==> src/rtl/hzd_ctrl_sb.sv <==
// Pipeline hazard controller: operand forwarding selects, stall/flush generation,
// and a scoreboard tracking outstanding long-latency (mul/div) writebacks.
module hzd_ctrl_sb #(
  parameter int unsigned RIDX_W   = 5,
  parameter int unsigned LU_DEPTH = 2,
  parameter int unsigned CNT_W    = 16
) (
  input  logic              i_clk,
  input  logic              i_rst,
  input  logic [RIDX_W-1:0] i_rs1idx_d,
  input  logic [RIDX_W-1:0] i_rs2idx_d,
  input  logic [RIDX_W-1:0] i_rdidx_d,
  input  logic              i_rdwen_d,
  input  logic              i_brh_d,
  input  logic              i_lu_d,
  input  logic [RIDX_W-1:0] i_fwd_rs1idx,
  input  logic [RIDX_W-1:0] i_fwd_rs2idx,
  input  logic [RIDX_W-1:0] i_rdidx_e,
  input  logic              i_rdwen_e,
  input  logic              i_memrd_e,
  input  logic [RIDX_W-1:0] i_rdidx_mem,
  input  logic              i_rdwen_mem,
  input  logic              i_memrd_mem,
  input  logic [RIDX_W-1:0] i_rdidx_wb,
  input  logic              i_rdwen_wb,
  input  logic              i_lu_issue,
  input  logic              i_lu_done,
  input  logic [RIDX_W-1:0] i_lu_rdidx,
  input  logic [RIDX_W-1:0] i_lu_done_rdidx,
  input  logic              i_exu_jump,
  output logic [1:0]        o_fwd_rs1_d,
  output logic [1:0]        o_fwd_rs2_d,
  output logic [1:0]        o_fwd_rs1_e,
  output logic [1:0]        o_fwd_rs2_e,
  output logic              o_stall_f,
  output logic              o_stall_d,
  output logic              o_flush_f,
  output logic              o_flush_d,
  output logic              o_flush_e,
  output logic              o_sb_busy,
  output logic              o_sb_err,
  output logic [CNT_W-1:0]  o_stall_cnt
);

  localparam int unsigned NREG = 1 << RIDX_W;
  localparam int unsigned CW   = $clog2(LU_DEPTH + 1);

  logic [NREG-1:0]  pending_q, pending_d;
  logic [CW-1:0]    count_q, count_d;
  logic             err_q, err_d;
  logic [CNT_W-1:0] cnt_q, cnt_d;

  logic load_use, brh_hzd, sb_hzd, struct_hzd, stall;
  logic issue_ok, done_ok;

  // Nonzero source index matching an enabled destination
  function automatic logic hit(input logic [RIDX_W-1:0] src,
                               input logic [RIDX_W-1:0] rd,
                               input logic              en);
    return en && (src != '0) && (src == rd);
  endfunction

  // MEM wins over WB; a MEM-stage load has no data yet so it cannot forward
  function automatic logic [1:0] fwd_sel(input logic [RIDX_W-1:0] src,
                                         input logic [RIDX_W-1:0] rd_mem,
                                         input logic              fwd_mem,
                                         input logic [RIDX_W-1:0] rd_wb,
                                         input logic              wen_wb);
    if (hit(src, rd_mem, fwd_mem)) return 2'b10;
    if (hit(src, rd_wb, wen_wb))   return 2'b01;
    return 2'b00;
  endfunction

  always_comb begin
    o_fwd_rs1_e = fwd_sel(i_fwd_rs1idx, i_rdidx_mem, i_rdwen_mem && !i_memrd_mem,
                          i_rdidx_wb, i_rdwen_wb);
    o_fwd_rs2_e = fwd_sel(i_fwd_rs2idx, i_rdidx_mem, i_rdwen_mem && !i_memrd_mem,
                          i_rdidx_wb, i_rdwen_wb);
    o_fwd_rs1_d = fwd_sel(i_rs1idx_d, i_rdidx_mem, i_rdwen_mem && !i_memrd_mem,
                          i_rdidx_wb, i_rdwen_wb);
    o_fwd_rs2_d = fwd_sel(i_rs2idx_d, i_rdidx_mem, i_rdwen_mem && !i_memrd_mem,
                          i_rdidx_wb, i_rdwen_wb);
  end

  always_comb begin
    load_use = i_memrd_e && i_rdwen_e &&
               (hit(i_rs1idx_d, i_rdidx_e, 1'b1) || hit(i_rs2idx_d, i_rdidx_e, 1'b1));
    brh_hzd  = i_brh_d &&
               (hit(i_rs1idx_d, i_rdidx_e, i_rdwen_e) ||
                hit(i_rs2idx_d, i_rdidx_e, i_rdwen_e) ||
                hit(i_rs1idx_d, i_rdidx_mem, i_rdwen_mem && i_memrd_mem) ||
                hit(i_rs2idx_d, i_rdidx_mem, i_rdwen_mem && i_memrd_mem));
    // Same-cycle issue counts as pending so D cannot slip past it
    sb_hzd   = pending_q[i_rs1idx_d] || pending_q[i_rs2idx_d] ||
               (i_rdwen_d && pending_q[i_rdidx_d]) ||
               hit(i_rs1idx_d, i_lu_rdidx, i_lu_issue) ||
               hit(i_rs2idx_d, i_lu_rdidx, i_lu_issue) ||
               (i_rdwen_d && hit(i_rdidx_d, i_lu_rdidx, i_lu_issue));
    struct_hzd = i_lu_d && (count_q == CW'(LU_DEPTH));
    stall      = load_use || brh_hzd || sb_hzd || struct_hzd;

    o_flush_f = i_exu_jump;
    o_flush_d = i_exu_jump;
    o_stall_f = stall && !i_exu_jump;
    o_stall_d = stall && !i_exu_jump;
    o_flush_e = stall && !i_exu_jump;
  end

  // Scoreboard update; a done to the register being re-issued lets the issue win
  always_comb begin
    pending_d = pending_q;
    count_d   = count_q;
    err_d     = err_q;
    cnt_d     = cnt_q;

    done_ok  = i_lu_done && (count_q != '0) &&
               (pending_q[i_lu_done_rdidx] || (i_lu_done_rdidx == '0));
    issue_ok = i_lu_issue && (count_q < CW'(LU_DEPTH)) &&
               (!pending_q[i_lu_rdidx] || (done_ok && (i_lu_done_rdidx == i_lu_rdidx)));

    if ((i_lu_issue && !issue_ok) || (i_lu_done && !done_ok)) err_d = 1'b1;
    if (done_ok)  pending_d[i_lu_done_rdidx] = 1'b0;
    if (issue_ok) pending_d[i_lu_rdidx]      = 1'b1;
    pending_d[0] = 1'b0;

    if (issue_ok && !done_ok)      count_d = count_q + CW'(1);
    else if (!issue_ok && done_ok) count_d = count_q - CW'(1);

    if (o_stall_d && (cnt_q != '1)) cnt_d = cnt_q + CNT_W'(1);
  end

  always_ff @(posedge i_clk or posedge i_rst) begin
    if (i_rst) begin
      pending_q <= '0;
      count_q   <= '0;
      err_q     <= 1'b0;
      cnt_q     <= '0;
    end else begin
      pending_q <= pending_d;
      count_q   <= count_d;
      err_q     <= err_d;
      cnt_q     <= cnt_d;
    end
  end

  assign o_sb_busy   = (count_q != '0);
  assign o_sb_err    = err_q;
  assign o_stall_cnt = cnt_q;

endmodule
==> config.mk <==
export PLATFORM = sky130hd
export DESIGN_NAME = hzd_ctrl_sb
export DESIGN_NICKNAME = d
export VERILOG_FILES = /design/src/rtl/hzd_ctrl_sb.sv
export SDC_FILE = /design/constraint.sdc
export NUM_CORES = 1
export LEC_CHECK = 0
export BUFFER_PORTS_ARGS = -buffer_cell sky130_fd_sc_hd__buf_2
export CAP_MARGIN = 0
export CORE_ASPECT_RATIO = 1.1
export CORE_MARGIN = 1.5
export CORE_UTILIZATION = 38
export DETAILED_ROUTE_END_ITERATION = 10
export PLACE_DENSITY_LB_ADDON = 0.2
export SLEW_MARGIN = 10
export SYNTH_ARGS = -nofsm -noshare
export SYNTH_HDL_FRONTEND = slang
export SYNTH_SLANG_ARGS = --single-unit
==> constraint.sdc <==
create_clock -name i_clk -period 8.4 [get_ports i_clk]
set_input_delay 0.84 -clock i_clk [delete_from_list [all_inputs] [get_ports i_clk]]
set_output_delay 0.84 -clock i_clk [all_outputs]
set_load 0.02 [all_outputs]
### After elaboration in Yosys (flattened, before gate mapping)

Cells that the tools add are included.

| word-level totals | value |
|---|---|
| output and inout bits | 31 |
| logic and storage cells | 161 |
| input bits | 63 |
| bits in registers | 50 |

| operators by class | value |
|---|---|
| bitwise logic cells | 3 |
| reductions and logical operators | 81 |
| order comparisons | 8 |
| eq/ne operators | 16 |
| muxes and demuxes | 46 |
| add/sub/neg operators | 3 |

Operators with widths:

| kind | number |
|---|---|
| $eq 5x5->1 | 14 |
| $mux 32 | 2 |
| $logic_and 1x1->1 | 53 |
| $mux 2 | 18 |
| $and 32x32->32 | 1 |
| $not 32->32 | 1 |
| $or 32x32->32 | 1 |
| $lt 5x6->1 const B | 5 |
| $bmux 1 s5 | 5 |
| $reduce_bool 5->1 | 5 |
| $mux 1 | 19 |
| $add 16x1->16 const B | 1 |
| $ne 16x16->1 const B | 1 |
| $logic_or 1x1->1 | 15 |
| $demux 1 s5 | 2 |
| $ge 5x1->1 const B | 2 |
| $logic_not 1->1 | 5 |
| $logic_not 5->1 | 1 |
| $reduce_bool 2->1 | 2 |
| $add 2x1->2 const B | 1 |
| $eq 2x2->1 const B | 1 |
| $lt 2x2->1 const B | 1 |
| $sub 2x1->2 const B | 1 |

### Longest topological paths before layout

Gate-level depths: netlist (run 1).

| depth | value |
|---|---|
| depth after elaboration | 12 |
| mapped depth | 13 |
| depth with buffers taken out | 11 |

### Worst setup path after synthesis (run 1)

No wires, ideal clock.

| timing path | value |
|---|---|
| path type | input to output |
| start | input i_rs2idx_d[2] |
| end | output o_stall_d |
| stages | 10 |
| required time | 7,560 ps |
| data arrival time | 3,305 ps |
| buffers on the path | 3 |
| slack | 4,255 ps |
| cells stage by stage | buf_4 or2_0 or4_4 nand4_1 nor4b_2 or4b_4 a2111oi_4 buf_6 nor2_1 buf_4 |

| on the way | value |
|---|---|
| cells in the longest elaborated chain, start to end | 11 |
| elaborated cells between the ends (all ways) | 28 |
| classes of those cells | eq/ne: 3; mux: 2; reduce/logical: 23 |

Ends and longest elaborated chain:

| what | line | text |
|---|---|---|
| start, declared | 11 | `input logic [RIDX_W-1:0] i_rs2idx_d,` |
| parallel branches: the longest is 8 deep, another holds $bmux 1 s5 | n/a |  |
| $logic_or 1x1->1 (*) (2 in a row) | 100 | `stall = load_use \|\| brh_hzd \|\| sb_hzd \|\| struct_hzd;` |
| $logic_and 1x1->1 (*) | n/a |  |
| end, declared | 36 | `output logic o_stall_d,` |

Mark *: on every way between the ends. The select of a mux whose other input is x is not followed.

### Worst setup path in the final report (run 1)

| timing path | value |
|---|---|
| start | input i_rs1idx_d[0] |
| end | output o_stall_f |

| on the way | value |
|---|---|
| cells in the longest elaborated chain, start to end | 11 |
| elaborated cells between the ends (all ways) | 28 |
| classes of those cells | eq/ne: 3; mux: 2; reduce/logical: 23 |

Ends and longest elaborated chain:

| what | line | text |
|---|---|---|
| start, declared | 10 | `input logic [RIDX_W-1:0] i_rs1idx_d,` |
| parallel branches: the longest is 8 deep, another holds $bmux 1 s5 | n/a |  |
| $logic_or 1x1->1 (*) (2 in a row) | 100 |  |
| $logic_and 1x1->1 (*) | 104 | `o_stall_f = stall && !i_exu_jump;` |
| end, declared | 35 | `output logic o_stall_f,` |

Marked as above.

==> results.md, run 1 <==
- The run finished with clean final reports.
- The clock sink total is 50.
- The total global routing track utilization is 22.8%.
- The share of the Yosys chip area taken by registers is 26.9%.
- The core region is 0.0120 mm^2.
- The layer flagged by global routing as most heavily used is met2.
- The wire length of the first global-routing pass is 22,400 um.
- Summing the areas of all fa, ha and maj instances in the mapped netlist gives 0.538% of the synthesized area.
- The tool flagged a number of max-cap violations equal to 0.
- The cell with the most instances after synthesis is sky130_fd_sc_hd__o21ai_0.
- The portion of synthesized cell area occupied by the leading cell type is 26.9%.
- The number of nets handed over by synthesis was 543.
- Dividing the synthesized area by the synthesized cell count gives 9.73 um^2.
- The fraction of registers with async set or reset after synthesis is 100%.
- The met3 layer usage reported by global route is 4.32%.
- The number of global-route vias before repair came to 4,141.
- Based on the critical path, the design can be clocked at up to 0.211 GHz.
- The number of CTS-inserted buffers is 5.
- From bottom edge to top edge, the die measures 119 um.
- The number of cells upsized or downsized after cts is 0.
- STA puts the critical path data arrival time at 3.90 ns.
- During I/O placement, the number of pins put on the boundary was 94.
- For the final routed database, the setup TNS stands at 0 ns.
- For this run, the leading register cell type out of synthesis is sky130_fd_sc_hd__dfrtp_1.
- Relative to the synthesized area, the layout overhead comes to 12.6%.
- The number of antenna violations at the first check in global routing came to 0.
- The count of nets left with antenna violations once routing finished came out at 0.
- In the final routed layout, each cell accounts on average for 21.0 um.
- The die covers 0.0129 mm^2.
- The first-pass detailed-route iteration total is 6.
- The portion of synthesized area spent on multiplexers is 20.6%.
- The final hold violation count was 0.
- The clock insertion delay at the later pin of the skew report is 0.30 ns.
- The clock passes through at most 2 buffers.
- By area the synthesized netlist is led by sky130_fd_sc_hd__dfrtp_1 (27%), sky130_fd_sc_hd__mux4_2 (17%), sky130_fd_sc_hd__xnor2_1 (8.3%).
- In this run the number of H-tree levels came out at 2.
- The number of setup buffers added after CTS is 0.
- The worst setup slack after placement is 3.62 ns.
- The final layout contains 600 nets.
- From left edge to right edge, the die measures 109 um.
- The number of antenna diodes in the final layout is 0.
- The half-perimeter wire length after placement is 10,500 um.
- The finished layout holds 690 standard cells, fillers aside.
- Setup violations remaining at the end of the flow were counted as 0.
- By area, the combinational part of the netlist is dominated by multiplexers.
- The worst path in the final design needs a cycle of 4.74 ns, including I/O delays and setup.
- The setup slack after layout is 3.66 ns.
- Measured on the finished design, the core utilization comes to 43.7%.
- Wires add up to 14,500 um.
- The global routing usage on met2 is 37.4%.
- The class of the worst hold path is register to register.
- After layout, the worst path uses 56.4% of the clock period.
- At the pin with the least slew margin, the transition time is 1.09 ns.
- The number of flops mapped to enable cells by yosys is 0.
- The startpoint type of the worst setup path is an input port.
- The maximum fanout along the worst path is 16.
- The final count of pins violating max slew is 0.
- The parity-gate share of the synthesized area counting xor and xnor cells is 15.4%.
- At the end of routability-driven placement, the weighted congestion stood at 0.871.
- The critical setup path kind is input port to output pin.
- The tree is rooted in a sky130_fd_sc_hd__clkbuf_16.
- Synthesis handed over a netlist of 478 instances.
- Synthesis instantiated 55 different standard cells from the library.
- For this run, the number of Yosys warnings is 0.
- Entering global routing, the biggest net connects 51 pins.
- After clock tree synthesis, the clock-pin slew on the worst setup and hold paths is 0.07 ns.
- sky130_fd_sc_hd__dfrtp_1 takes more of the synthesized area than any other cell.
- The worst setup skew after layout is 0.00769 ns.
- The share of the synthesized area in compound gates (AO/OA/AOI/OAI) is 10.7%.
- For this block, the initial DRC count from the detailed router was 422.
- The data required time of the worst path is 7.56 ns.
- The met1 track demand over resource in global routing is 29.0%.
- The simple-gate share of the synthesized area is 20.6%.
- Headroom to the max-slew limit came out at 26.9%.
- The placed instance count is 682.
- The number of cell rows is 42.
- The synthesized design contains 50 register bits.
- STA classifies the critical path endpoint as an output pin.
- The number of vias per cell after detailed routing is 6.11.
- Setup repair after global routing left no endpoint under its margin.
- Ranked by instance count, the synthesized netlist is headed by sky130_fd_sc_hd__o21ai_0 (66), sky130_fd_sc_hd__dfrtp_1 (50), sky130_fd_sc_hd__xnor2_1 (44).
- The total leakage power is 0.00208 uW.
- For this configuration, the core starts out at a cell density of 38.8%.
- Summed over all layers, the global routing overflow is 0.
- The DRC violation count after routing is 0.
- Power spread over the standard cell area amounts to 231 mW/mm^2.
- Across the VDD grid, the largest voltage drop is 0.0000907 V.
- TritonCTS built the clock tree.
- The post-synthesis cell area is 0.00465 mm^2.
- Cells with a size suffix above 1 make up 28.7% of the layout.
- The total via count after detailed routing is 4,213.
- The worst hold slack is 0.489 ns.
- In this run the tool buffered the top-level ports with 93 buffer cells.
- The hold-fix buffer count after cts is 0.
## sequential cells by signal, summed over array words and instances (netlist names)
signal and count:
o_sb_err 1, count_q 2, pending_q 31, o_stall_cnt 16
## layout make-up
type | count | area [um^2]
Fill cell | 1153 | 6740
Multi-Input combinational cell | 378 | 3160
Sequential cell | 50 | 1250
Timing Repair Buffer | 93 | 465
Tap cell | 154 | 193
Clock buffer | 5 | 125
Inverter | 7 | 26.3
Clock inverter | 3 | 23.8
## cells by family after synthesis
family,count (synthesis)
buffers and inverters,50
muxes,51
AOI/OAI and AO/OA,85
adders and majority gates,2
and+or+nand+nor,158
DFF,50
xor gates and xnor gates,82
## layout by cell type (no fill, tap or decap), types with 3 or more instances in the layout
cell type	count
sky130_fd_sc_hd__buf_2	93
sky130_fd_sc_hd__clkbuf_16	5
sky130_fd_sc_hd__dfrtp_1	50
sky130_fd_sc_hd__inv_1	6
sky130_fd_sc_hd__mux2_1	3
sky130_fd_sc_hd__mux2_2	5
sky130_fd_sc_hd__mux2i_1	8
sky130_fd_sc_hd__mux4_2	35
sky130_fd_sc_hd__nand2_1	18
sky130_fd_sc_hd__nand2b_1	17
sky130_fd_sc_hd__nand3_1	13
sky130_fd_sc_hd__nand3b_1	8
sky130_fd_sc_hd__nand4_1	16
sky130_fd_sc_hd__nand4b_1	5
sky130_fd_sc_hd__nor2_1	16
sky130_fd_sc_hd__nor2b_1	4
sky130_fd_sc_hd__nor3_1	13
sky130_fd_sc_hd__nor3b_1	4
sky130_fd_sc_hd__nor4_1	14
sky130_fd_sc_hd__o21ai_0	66
sky130_fd_sc_hd__or3_1	8
sky130_fd_sc_hd__or3b_2	5
sky130_fd_sc_hd__xnor2_1	44
sky130_fd_sc_hd__xor2_1	38
## metal layers
metal / vias up / share of wire [%]
li1: 1888 / -
met5: - / 0
met3: 39 / 8.6
met2: 224 / 48
met4: 0 / 2.9
met1: 2062 / 40
## per-stage QoR
stage	instance area, um^2	power (uW)
2_1_floorplan	4650	818
3_3_place_gp	5090	983
3_5_place_dp	5090	993
4_1_cts	5240	1200
5_1_grt	5240	1270
6_report	5240	1210
## worst paths after layout
check                                     from         endpoint  slack [ns]  cells after the start
worst min-delay path            o_stall_cnt[5]   o_stall_cnt[5]        0.49                      1
worst min register to register  o_stall_cnt[5]   o_stall_cnt[5]        0.49                      1
min in group asynchronous                i_rst  o_stall_cnt[15]        0.82                      2
worst max register to register   pending_q[13]  o_stall_cnt[12]        4.99                      8
max in group asynchronous                i_rst    pending_q[24]        6.90                      2
worst max-delay path             i_rs1idx_d[0]        o_stall_f        3.66                      9
## power breakdown
part | total (uW) | switching [uW] | leakage, uW | internal, uW
sequential | 495 | 167 | 0.000630 | 328
clock | 208 | 96.5 | 0.0000664 | 112
combinational | 505 | 239 | 0.00139 | 266
total | 1210 | 502 | 0.00208 | 706
## worst max-delay path, cell delays in order
cell                        delay, ns
sky130_fd_sc_hd__buf_2           0.35
sky130_fd_sc_hd__mux4_2          0.57
sky130_fd_sc_hd__nor2b_1         0.12
sky130_fd_sc_hd__o32ai_1         0.11
sky130_fd_sc_hd__nor4b_2         0.24
sky130_fd_sc_hd__or4b_4          0.51
sky130_fd_sc_hd__a2111oi_4       0.82
sky130_fd_sc_hd__nor2_1          0.13
sky130_fd_sc_hd__buf_2           0.21
(Power assumes the default switching activity.)
==> run 2, diff against run 1 <==
==> constraint.sdc (replaced) <==
create_clock -name i_clk -period 4.77 [get_ports i_clk]
set_input_delay 0.477 -clock i_clk [delete_from_list [all_inputs] [get_ports i_clk]]
set_output_delay 0.477 -clock i_clk [all_outputs]
set_load 0.02 [all_outputs]
==> run 2 against run 1 <==
- hold slack got worse by 0.15 ns
- setup slack got worse by 2.5 ns
- final area up 0.24%
- core utilization rose by 0.10 points
- sequential power is 76% higher
- critical path depth unchanged
- non-clock buffer count up 2
- via count rose by 1.0%
- global-route usage rose by 0.20 points
- combinational power increased by 78%
- critical endpoint is now o_flush_e
- largest power group unchanged
==> results.md, run 2 (synthesis gave the netlist of run 1 again) <==
- The die is 119 um tall.
- The number of DRC violations after detailed-routing iteration 0 is 389.
- TritonCTS built the clock tree.
- Buffers added to address setup during post-CTS repair amount to 0.
- The number of antenna violations at the first check in global routing is 0.
- The worst-margin pin slew is 0.745 ns.
- Sequential cells account for 40.9% of the total power.
- In this run the worst setup path begins at i_rs2idx_d[0].
- The wire length of the first global-routing pass is 22,500 um.
- In the final layout, the share of cells above drive strength 1 is 29.0%.
- The run finished with clean final reports.
- Summed over all cells, the static leakage comes to 0.00210 uW.
- The clock-pin slew reported for the worst setup and hold paths after clock tree synthesis is 0.07 ns.
- The count of nets after finishing is 602.
- The element type at the critical path end is an output pin.
- At the later pin of the worst-skew pair, clock insertion delay measures 0.30 ns.
- Data on the critical path arrives at its endpoint at 3.14 ns.
- The setup slack after layout is 1.15 ns.
- Global routing used 37.5% of the available met2 tracks.
- The routability congestion estimate is 0.860.
- STA puts the critical path data required time at 4.29 ns.
- In this run, CTS created clock tree buffers numbering 5.
- The accumulated negative setup slack is 0 ns.
- The clock network accounts for 17.0% of the total power.
- The total via count after detailed routing is 4,255.
- Timing would allow up to 0.276 GHz.
- Hold is met by 0.338 ns.
- More flip-flops sit in one register than any other, and that register is pending_q.
- The routed wire length is 14,600 um.
- CTS saw 50 sinks.
- The maximum count of clock buffers along a single path is 2.
- The worst setup slack after placement is 1.10 ns.
- For this run, global-route usage on met1 was measured as 30.1%.
- Between clock sinks in the finished design, the worst skew comes to 0.00939 ns.
- The area added between synthesis and finish is 12.9%.
- The startpoint type of the worst setup path is an input port.
- The number of global-route vias before repair is 4,179.
- Leaving out fill and tap cells, the most frequent cell in the layout is sky130_fd_sc_hd__buf_2.
- The antenna violation net count after detailed routing is 0.
- CTS built an H-tree with a depth of 2.
- The worst-case IR drop observed on VDD is 0.000153 V.
- Port buffering added 93 buffers.
- The number of cell rows is 42.
- The largest single stage delay on the critical path is 0.55 ns.
- The class of the worst hold path is input port to async pin.
- The design draws 2130 uW.
- After detailed routing, the number of vias per cell comes to 6.15.
- The switching power total is 884 uW.
- Dividing the detail-routed wire length by the instance count gives 21.1 um.
- The floorplan step defined a die boundary enclosing 0.0129 mm^2.
- The reg-to-reg critical path startpoint is pending_q[1].
- Entering global routing, the biggest net connects 51 pins.
- The DRC violation count after routing is 0.
- The top cell types in the final layout, fill and taps aside, are sky130_fd_sc_hd__buf_2 (93), sky130_fd_sc_hd__o21ai_0 (66), sky130_fd_sc_hd__dfrtp_1 (50).
- The cell sitting at the root of the clock tree is a sky130_fd_sc_hd__clkbuf_16.
- The net switching share of the total power is 41.5%.
- The final count of pins violating max slew came to 0.
- The initial core utilization is 38.8%.
- The final hold violation count is 0.
- The final global-route overflow total is 0.
- In this run, post-CTS repair resized a total of 0 instances.
- The power per cell area is 406 mW/mm^2.
- Global routing used 3.78% of the available met3 tracks.
- The critical setup path kind is input port to output pin.
- The flip-flop count of the largest register, all copies and words added is 31.
- The maximum fanout along the worst path is 12.
- Setup violations remaining at the end of the flow were counted as 0.
- The die is 109 um wide.
- The half-perimeter wire length after placement is 10,600 um.
- Across every metal layer, demand over resource in global routing totals 23.0%.
- The total I/O pin count is 94.
- Internal power comes to 1250 uW.
- The worst pin sits at a relative slew slack of 49.9%.
- For this design, the CTS-stage hold fixing added 0 buffers.
- Measured on the finished design, the core utilization comes to 43.8%.
- The signal on the critical path passes through buf_2 -> mux4_2 -> mux2i_1 -> o32ai_1 -> nor4b_2 -> or4b_4 -> a2111oi_4 -> nor2_1 -> buf_2.
- 0 antenna diodes ended up in the layout.
- The slowest library cell on the worst path is sky130_fd_sc_hd__mux4_2.
- The number of fill cells in the layout is 1,185.
- Setup repair after global routing left no endpoint under its margin.
- Counting stages on the worst path, the most repeated cell is sky130_fd_sc_hd__buf_2.
- The first detailed-routing pass ran for 5 iterations.
- The setup check on the worst reg-to-reg path leaves a slack of 1.52 ns.
- Of the available clock period, the critical path in the final layout requires 75.9%.
- The region available for standard cell placement spans 0.0120 mm^2.
- The final critical delay including setup and external delays is 3.62 ns.
- Combinational logic burns 42.1% of the power.
- Max-cap violations in this run came to 0.
- The layer flagged by global routing as most heavily used is met2.
-- run 2: changes by cell type in the layout (fill, tap and decap cells not counted), sizes merged --
| cell | delta |
|---|---|
| buf | +2 |
| clkinv | +2 |
| clkinvlp | -1 |
| inv | -1 |
-- run 2: worst max-delay path: cells and delay by family --
kind,cells,cell delay (ns)
AO/OA/AOI/OAI,2,0.59
buffers and inverters,2,0.51
multiplexers,2,0.70
AND/OR/NAND/NOR,3,0.85
-- run 2: power by group through the flow --
| stage | Sequential [uW] | Clock, uW | Combinational, uW |
|---|---|---|---|
| finish | 871 | 363 | 898 |
| floorplan | 761 | 0 | 680 |
| global placement | 852 | 0 | 881 |
| CTS | 852 | 374 | 899 |
| global route | 882 | 387 | 977 |
| detailed placement | 860 | 0 | 895 |
-- run 2: layer usage --
| metal | routed length, um | vias to the layer above |
|---|---|---|
| li1 | - | 1894 |
| met2 | 7070 | 212 |
| met1 | 6010 | 2107 |
| met4 | 500 | 0 |
| met3 | 1050 | 42 |
| met5 | 0 | - |
-- run 2: path summary, 6_finish.rpt --
kind / to / cells after the start
setup / recovery: o_flush_e / 9
hold / removal: o_stall_cnt[15] / 3
setup reg to reg: o_stall_cnt[12] / 9
hold reg to reg: o_stall_cnt[5] / 1
max in group asynchronous: pending_q[26] / 3
min in group i_clk: o_sb_err / 2
-- run 2: area by class of cell --
type,count,area [um^2],area share [%]
multi-input combinational,378,3160,60.1
sequential,50,1250,23.8
timing repair buffer,95,480,9.15
tap,154,193,3.67
clock buffer,5,125,2.38
inverter,7,26.3,0.500
clock inverter,3,21.3,0.405
-- run 2: per-stage QoR --
stage	cells	instance area (um^2)
after detailed placement	684	5110
after global routing	692	5250
after floorplan	478	4650
after CTS	692	5250
after global placement	684	5110
final	692	5250
==> run 3, diff against run 2 <==
==> constraint.sdc (replaced) <==
create_clock -name i_clk -period 3.65 [get_ports i_clk]
set_input_delay 0.365 -clock i_clk [delete_from_list [all_inputs] [get_ports i_clk]]
set_output_delay 0.365 -clock i_clk [all_outputs]
set_load 0.02 [all_outputs]
==> run 3 against run 2 <==
- non-clock buffer count up 3
- setup slack worse by 0.97 ns
- core utilization up 0.33 points
- first-iteration DRC count up 23%
- critical endpoint is now o_stall_d
- largest power group unchanged
==> results.md, run 3 (synthesis gave the netlist of run 1 again) <==
- The first global-routing pass estimated 23,200 um of wire.
- The clock sink total is 50.
- The finished cells cover 0.00529 mm^2.
- The clock insertion delay at the later pin of the skew report is 0.29 ns.
- The floorplan core area is 0.0120 mm^2.
- The horizontal die dimension is 109 um.
- Global routing finished with a remaining overflow of 0.
- The area added between synthesis and finish is 13.8%.
- Of all nets on the critical path, the largest fanout is 16.
- The floorplan step defined a die boundary enclosing 0.0129 mm^2.
- The worst IR drop on VDD is 0.000229 V.
- Data arrives at the worst endpoint at 3.10 ns.
- The average detailed-routed wire length per instance is 21.6 um.
- Summing all multi-input logic gate instances after layout gives 0.00316 mm^2.
- The number of antenna violations at the first check in global routing came to 0.
- The number of cell rows is 42.
- The maximum count of clock buffers along a single path is 2.
- The antenna violation net count after detailed routing is 0.
- The total I/O pin count is 94.
- The number of CTS-inserted buffers is 5.
- The die is 119 um tall.
- The final critical delay including setup and external delays is 3.47 ns.
- The fraction of final layout cells sized beyond drive strength 1 is 29.3%.
- The count of nets after finishing is 605.
- The total via count after detailed routing is 4,267.
- The clock-pin slew reported for the worst setup and hold paths after clock tree synthesis is 0.07 ns.
- The setup path with the least slack is of type register to output pin.
- The total leakage power is 0.00212 uW.
- The clock arrives with 0.00694 ns of skew.
- Setup total negative slack on the finished layout was measured at 0 ns.
- Using the TritonRoute via totals, the vias-per-cell ratio works out to 6.15.
- The initial core utilization is 38.8%.
- The first detailed-routing pass took 5 iterations.
- The highest clock frequency the design can meet is 0.288 GHz.
- In the layout the commonest cells are sky130_fd_sc_hd__buf_2 (93), sky130_fd_sc_hd__o21ai_0 (66), sky130_fd_sc_hd__dfrtp_1 (50).
- The DRC violation count after routing is 0.
- The number of fill cells in the layout is 1,178.
- Entering global routing, the biggest net connects 51 pins.
- The worst-margin pin slew is 1.10 ns.
- The number of gates resized after CTS was 0.
- In this run the number of H-tree levels came out at 2.
- 0 antenna diodes ended up in the layout.
- The number of global-route vias before repair is 4,222.
- The total global routing track utilization is 23.8%.
- The final count of pins violating max slew was 0.
- The flow ran to the end, and the final reports show no timing, DRC or antenna violations.
- The CTS tree is built.
- The final number of setup-violating endpoints is 0.
- The worst setup path is captured at an output pin.
- The min-delay analysis places its worst path in the category input port to register.
- The number of DRC violations after detailed-routing iteration 0 is 477.
- Routability-driven placement finished with a final weighted congestion of 0.883.
- The power per cell area is 539 mW/mm^2.
- The area taken by flip-flops and latches is 0.00125 mm^2.
- Setup repair after global routing left no endpoint under its margin.
- The worst pin sits at a relative slew slack of 26.3%.
- In this run the cell area measured after placement is 0.00513 mm^2.
- CTS placed an instance of sky130_fd_sc_hd__clkbuf_16 at the clock tree root.
- The hold-fix buffer count after cts is 0.
- The final clock period utilization by the worst path is 95.0%.
- The register name with the most flops is pending_q.
- The share of the core filled with cells is 44.2%.
- The half-perimeter wire length after placement is 10,800 um.
- The flip-flop count of the largest register, all copies and words added is 31.
- The routed wire length is 15,000 um.
- The post-CTS setup repair buffer count is 0.
- The count of buffers from port buffering is 93.
- The final hold violation count is 0.
- The startpoint type of the worst setup path is a register.
- Across the run, the number of max-cap violations was 0.
- STA puts the critical path data required time at 3.28 ns.
- The most common library cell in the layout ignoring fill and taps is sky130_fd_sc_hd__buf_2.
-- run 3: changes by cell type in the layout (fill, tap and decap cells not counted), sizes merged --
cell / previous run / this run
bufinv: 0 / 1
clkinvlp: 1 / 0
clkinv: 2 / 1
buf: 95 / 98
-- run 3: final timing paths --
path	depth (start not counted)	start	slack (ns)	to
max in group asynchronous	2	i_rst	2.61	pending_q[26]
min in group asynchronous	2	i_rst	0.35	o_stall_cnt[13]
worst max-delay path	9	pending_q[13]	0.18	o_stall_d
worst min register to register	1	o_sb_err	0.48	o_sb_err
worst min-delay path	2	i_lu_done	0.33	o_sb_err
worst max register to register	9	pending_q[13]	0.57	o_stall_cnt[12]
-- run 3: power by group --
part	leakage (uW)	internal, uW	switching (uW)
logic	0.00141	625	543
clock network	0.0000799	321	212
registers	0.000630	755	396
total	0.00212	1700	1150
-- run 3: area by class of cell --
class                      instances  area share [%]
clock inverter                     2           0.733
tap                              154            3.64
inverter                           7           0.496
multi-input combinational        378            59.6
timing repair buffer              98            9.50
clock buffer                       5            2.36
sequential                        50            23.6
-- run 3: metal layers --
| layer | vias up | track usage (%) | share of wire [%] |
|---|---|---|---|
| li1 | 1893 | - | - |
| met5 | - | 0 | 0 |
| met4 | 0 | 10.0 | 2.9 |
| met2 | 179 | 38.2 | 48 |
| met3 | 34 | 4.54 | 7.3 |
| met1 | 2161 | 31.2 | 42 |
-- run 3: stage by stage --
step | instances | total power [uW] | worst slack [ns] | hold WS, ns
2_1_floorplan | 478 | 1880 | 0.455 | 0.467
3_3_place_gp | 687 | 2280 | 0.408 | 0.465
3_5_place_dp | 687 | 2310 | 0.363 | 0.466
4_1_cts | 694 | 2850 | 0.162 | 0.327
5_1_grt | 694 | 3020 | 0.0888 | 0.367
6_report | 694 | 2850 | 0.183 | 0.329
-- run 3: critical path, cell delays in order, from the launching register on --
cell	delay [ns]
sky130_fd_sc_hd__dfrtp_1	0.49
sky130_fd_sc_hd__mux4_2	0.50
sky130_fd_sc_hd__nor2b_1	0.12
sky130_fd_sc_hd__o32ai_1	0.10
sky130_fd_sc_hd__nor4b_2	0.27
sky130_fd_sc_hd__or4b_4	0.52
sky130_fd_sc_hd__a2111oi_4	0.28
sky130_fd_sc_hd__buf_4	0.27
sky130_fd_sc_hd__nor2_1	0.08
sky130_fd_sc_hd__buf_2	0.17
